File: src/rtl/fifo_ctrl_arb.sv
// Two-requester round-robin write arbiter in front of a 7-entry FIFO, with a
// registered-read consumer port and tracked occupancy.
module fifo_ctrl_arb #(
  parameter int unsigned DATA_W   = 8,
  parameter int unsigned AF_LEVEL = 6
) (
  input  logic              clk,
  input  logic              rst,
  input  logic              flush,
  input  logic              req0,
  input  logic [DATA_W-1:0] data0,
  output logic              ack0,
  input  logic              req1,
  input  logic [DATA_W-1:0] data1,
  output logic              ack1,
  output logic              fifo_rst,
  output logic              fifo_wr_en,
  output logic [DATA_W-1:0] fifo_data_in,
  input  logic              fifo_full,
  output logic              fifo_rd_en,
  input  logic [DATA_W-1:0] fifo_data_out,
  input  logic              fifo_empty,
  output logic              m_valid,
  output logic [DATA_W-1:0] m_data,
  input  logic              m_ready,
  output logic [3:0]        level,
  output logic              almost_full
);

  localparam int unsigned LVL_W = 4;
  localparam logic [LVL_W-1:0] LVL_MAX = LVL_W'(7);
  localparam logic [LVL_W-1:0] LVL_AF  = LVL_W'(AF_LEVEL);

  typedef enum logic {IDLE, VALID} state_t;

  state_t state;
  logic   last_grant;
  logic   grant;
  logic   grant_idx;

  // Write arbitration: on contention, serve whoever was not served last.
  always_comb begin
    grant     = (req0 | req1) & ~fifo_full & ~flush & ~rst;
    grant_idx = (req0 & req1) ? ~last_grant : req1;
  end

  assign ack0         = grant & ~grant_idx;
  assign ack1         = grant & grant_idx;
  assign fifo_wr_en   = grant;
  assign fifo_data_in = (grant & grant_idx) ? data1 : data0;
  assign fifo_rst     = rst | flush;

  // Fetch a word whenever the output slot is empty or being consumed.
  always_comb begin
    fifo_rd_en = 1'b0;
    if (!rst && !flush && !fifo_empty) begin
      fifo_rd_en = (state == IDLE) ? 1'b1 : m_ready;
    end
  end

  assign m_valid     = (state == VALID) & ~flush & ~rst;
  assign m_data      = fifo_data_out;
  assign almost_full = (level >= LVL_AF);

  always_ff @(posedge clk) begin
    if (rst || flush) begin
      state <= IDLE;
    end else begin
      case (state)
        IDLE:    if (!fifo_empty) state <= VALID;
        VALID:   if (m_ready && fifo_empty) state <= IDLE;
        default: state <= IDLE;
      endcase
    end
  end

  always_ff @(posedge clk) begin
    if (rst) begin
      last_grant <= 1'b1;
    end else if (grant) begin
      last_grant <= grant_idx;
    end
  end

  // Occupancy counter; simultaneous write and read cancel out.
  always_ff @(posedge clk) begin
    if (rst || flush) begin
      level <= '0;
    end else if (fifo_wr_en && !fifo_rd_en && level != LVL_MAX) begin
      level <= level + LVL_W'(1);
    end else if (fifo_rd_en && !fifo_wr_en && level != '0) begin
      level <= level - LVL_W'(1);
    end
  end

endmodule

File: config.mk
export PLATFORM = sky130hd
export DESIGN_NAME = fifo_ctrl_arb
export DESIGN_NICKNAME = d
export VERILOG_FILES = /design/src/rtl/fifo_ctrl_arb.sv
export SDC_FILE = /design/constraint.sdc
export NUM_CORES = 1
export LEC_CHECK = 0
export CAP_MARGIN = 20
export CELL_PAD_IN_SITES_DETAIL_PLACEMENT = 2
export CELL_PAD_IN_SITES_GLOBAL_PLACEMENT = 2
export CORE_MARGIN = 2
export CORE_UTILIZATION = 13
export CTS_CLUSTER_DIAMETER = 80
export DETAILED_ROUTE_END_ITERATION = 16
export PLACE_DENSITY = 0.76
export RECOVER_POWER = 50
export SLEW_MARGIN = 40
export SYNTH_ARGS = -nofsm -noshare
export SYNTH_HDL_FRONTEND = slang
export SYNTH_SLANG_ARGS = --single-unit
File: constraint.sdc
create_clock -name clk -period 2.95 [get_ports clk]
set_input_delay 0.59 -clock clk [delete_from_list [all_inputs] [get_ports clk]]
set_output_delay 0.59 -clock clk [all_outputs]
set_load 0.05 [all_outputs]
==> metrics.yaml <==
outcome: "finished, final reports clean"
drv_cap: 0
finalPower_w: 0.000399
clk_latency_ps: 230
finalHoldViolations: 0
power.density_mw_per_mm2: 337
crit_fanout: 9
start_util_pct: 13.8
avgSynthCellArea_um2: 9.00
ir_worst_vdd_mv: 0.207
place.gp.congestion: 0.675
synthMuxAreaShare_pct: 22.0
setup_violations: 0
p_sw_share_pct: 34.2
die_area_mm2: 0.00483
num_rows: 23
yosys.area_share.simple_pct: 19.5
drive_gt1_share_pct: 37.1
holdCritPathClass: "flop to flop"
yosys.area_share.adder_pct: 8.07
critical_path.cell_chain: "clkdlybuf4s50_1 > a21boi_0 > nand2_2 > mux2_2 > buf_12"
cp_slowest_cell: "clkdlybuf4s50_1"
skew_ps: 1.92
overflow: 0
via_per_inst: 4.14
cts_buffer_depth: 2
die_h_um: 69.5
clk_pin_slew_ps: 40
p_comb_share_pct: 43.9
n_fill_cell: 435
cts_sinks: 6
antenna_found_initial: 0
p_leak_nw: 0.505
netlist_area_um2: 558
slowest_delay_ps: 490
grt.total_usage_pct: 10.4
synth_top_family_by_area: "multiplexers"
cp.required_ps: 2360
worst_slew_pin_slew_ps: 527
synth_warnings: 0
period_share_pct: 94.8
slew_viol_final: 0
ant_nets: 0
cts_root_buf: "clkbuf_8"
synth_nets: 97
cts_buffers: 3
wl_per_cell_um: 15.6
whs_ps: 486
crit_arrival_ps: 2210
ys_seq_area_share_pct: 21.5
worstSetupPathType: "input pin to primary output"
synth_compound_area_share_pct: 13.0
ys_types: 28
p_int_w: 0.000263
syn_to_final_growth_pct: 112
place_ws_ps: -23.5
power_switching_w: 0.000136
yosys.area_share.xor_xnor_pct: 3.14
via_count: 641
fin_crit_ps: 2800
cts_setup_buffers: 0
rsz0062_at_grt: "no"
setup_ws_ps: 154
critPathCaptureType: "primary output"
grt_pass1_wl_um: 3840
crit_family: "buffers and inverters"
synth_cells: 62
post_cts_resized: 0
crit_path_start_kind: "input pin"
holdBufCountCts: 0
wl_um: 2430
clockPowerShare_pct: 33.0
cp_num_buf_inv: 2
dr.pass1.iters: 2
htreeDepth: 1
core_mm2: 0.00406
die_w_um: 69.5
final_nets: 142
cts_tree: "built"
drc: 0
ys_seq_elements: 6
max_freq_ghz: 0.358
slew_headroom_pct: 64.7
grt_max_degree: 10
hpwl_um: 2080
seqPwrFrac_pct: 23.0
io_pins: 59
antenna_cells: 0
port_buffers: 42
drtIter0Drc: 11
grt_pass1_vias: 767
## synthesized netlist by cell type (all sizes together)
library cell / number / area (um2)
ha: 2 / 25.0
nand3: 1 / 5.00
mux2: 8 / 90.1
a21boi: 1 / 7.51
nand2: 4 / 15.0
nor2b: 2 / 12.5
a211o: 1 / 8.76
mux2i: 2 / 32.5
and2: 1 / 7.51
fa: 1 / 20.0
nor4: 1 / 6.26
dfxtp: 6 / 120
xnor2: 2 / 17.5
a21oi: 2 / 10.0
o21ai: 2 / 10.0
a21o: 2 / 15.0
or2: 1 / 6.26
a211oi: 1 / 12.5
nor3: 3 / 15.0
buf: 8 / 60.1
o32ai: 1 / 8.76
or4: 1 / 11.3
nor2: 6 / 30.0
inv: 3 / 11.3
## registers in the layout (all words and copies together) (netlist names)
register,cells
last_grant,1
state,1
level,4
## power groups by stage
| stage | combinational [W] | clock (W) | sequential, W |
|---|---|---|---|
| 3_5_place_dp | 0.000177 | 0 | 0.0000932 |
| 2_1_floorplan | 0.000101 | 0 | 0.000101 |
| 6_report | 0.000175 | 0.000132 | 0.0000918 |
| 3_3_place_gp | 0.000172 | 0 | 0.0000928 |
| 4_1_cts | 0.000179 | 0.000136 | 0.0000920 |
| 5_1_grt | 0.000185 | 0.000136 | 0.0000924 |
## cell families (layout without fill, tap and decap cells)
logic type / count (synthesis) / count (layout)
flip-flops: 6 / 6
AO/OA/AOI/OAI: 10 / 10
adder cells (fa/ha/maj): 3 / 3
buffers and inverters: 11 / 54
multiplexers: 10 / 10
AND/OR/NAND/NOR: 20 / 20
XOR/XNOR: 2 / 2
## layout make-up
| type | instances | area [um2] | share of cell area [%] |
|---|---|---|---|
| Timing Repair Buffer | 48 | 581 | 49.0 |
| Inverter | 3 | 11.3 | 0.950 |
| Tap cell | 50 | 62.6 | 5.28 |
| Multi-Input combinational cell | 45 | 369 | 31.2 |
| Sequential cell | 6 | 120 | 10.1 |
| Clock buffer | 3 | 41.3 | 3.48 |
## final timing paths
path | depth (start not counted) | to | slack [ps] | start
setup reg to reg | 9 | level[3]$_SDFFE_PP0P_ | 800 | level[0]$_SDFFE_PP0P_
hold reg to reg | 1 | last_grant$_SDFFE_PP1P_ | 490 | last_grant$_SDFFE_PP1P_
setup / recovery | 5 | fifo_data_in[0] | 150 | req1
hold / removal | 1 | last_grant$_SDFFE_PP1P_ | 490 | last_grant$_SDFFE_PP1P_
## cell usage in the layout (no fill, tap or decap), types with 2 or more instances in the layout
master	instances
nor3_1	3
dlygate4sd3_1	5
nor2b_1	2
nand2_1	3
nor2_1	5
a21o_1	2
xnor2_1	2
clkbuf_8	3
mux2_2	8
buf_12	12
dfxtp_1	6
buf_4	8
ha_1	2
a21oi_1	2
clkdlybuf4s50_1	23
inv_1	2
## metrics by stage
step	std cells	cell area [um2]	util [%]	setup TNS, ps
final	155	1180	29.2	0
after global routing	155	1180	29.2	0
after CTS	155	1180	29.1	0
after detailed placement	152	1140	28.1	-23.5
after global placement	152	1140	28.1	0
after floorplan	62	558	-	0
## routing by layer
metal	part of all wire, %	GRT usage, %	vias to the layer above
li1	-	-	298
met1	31	8.70	293
met2	57	20.6	46
met3	11	5.23	4
met4	0.95	3.27	0
met5	0	0	-
No activity file was read; power rests on OpenSTA's default activity.
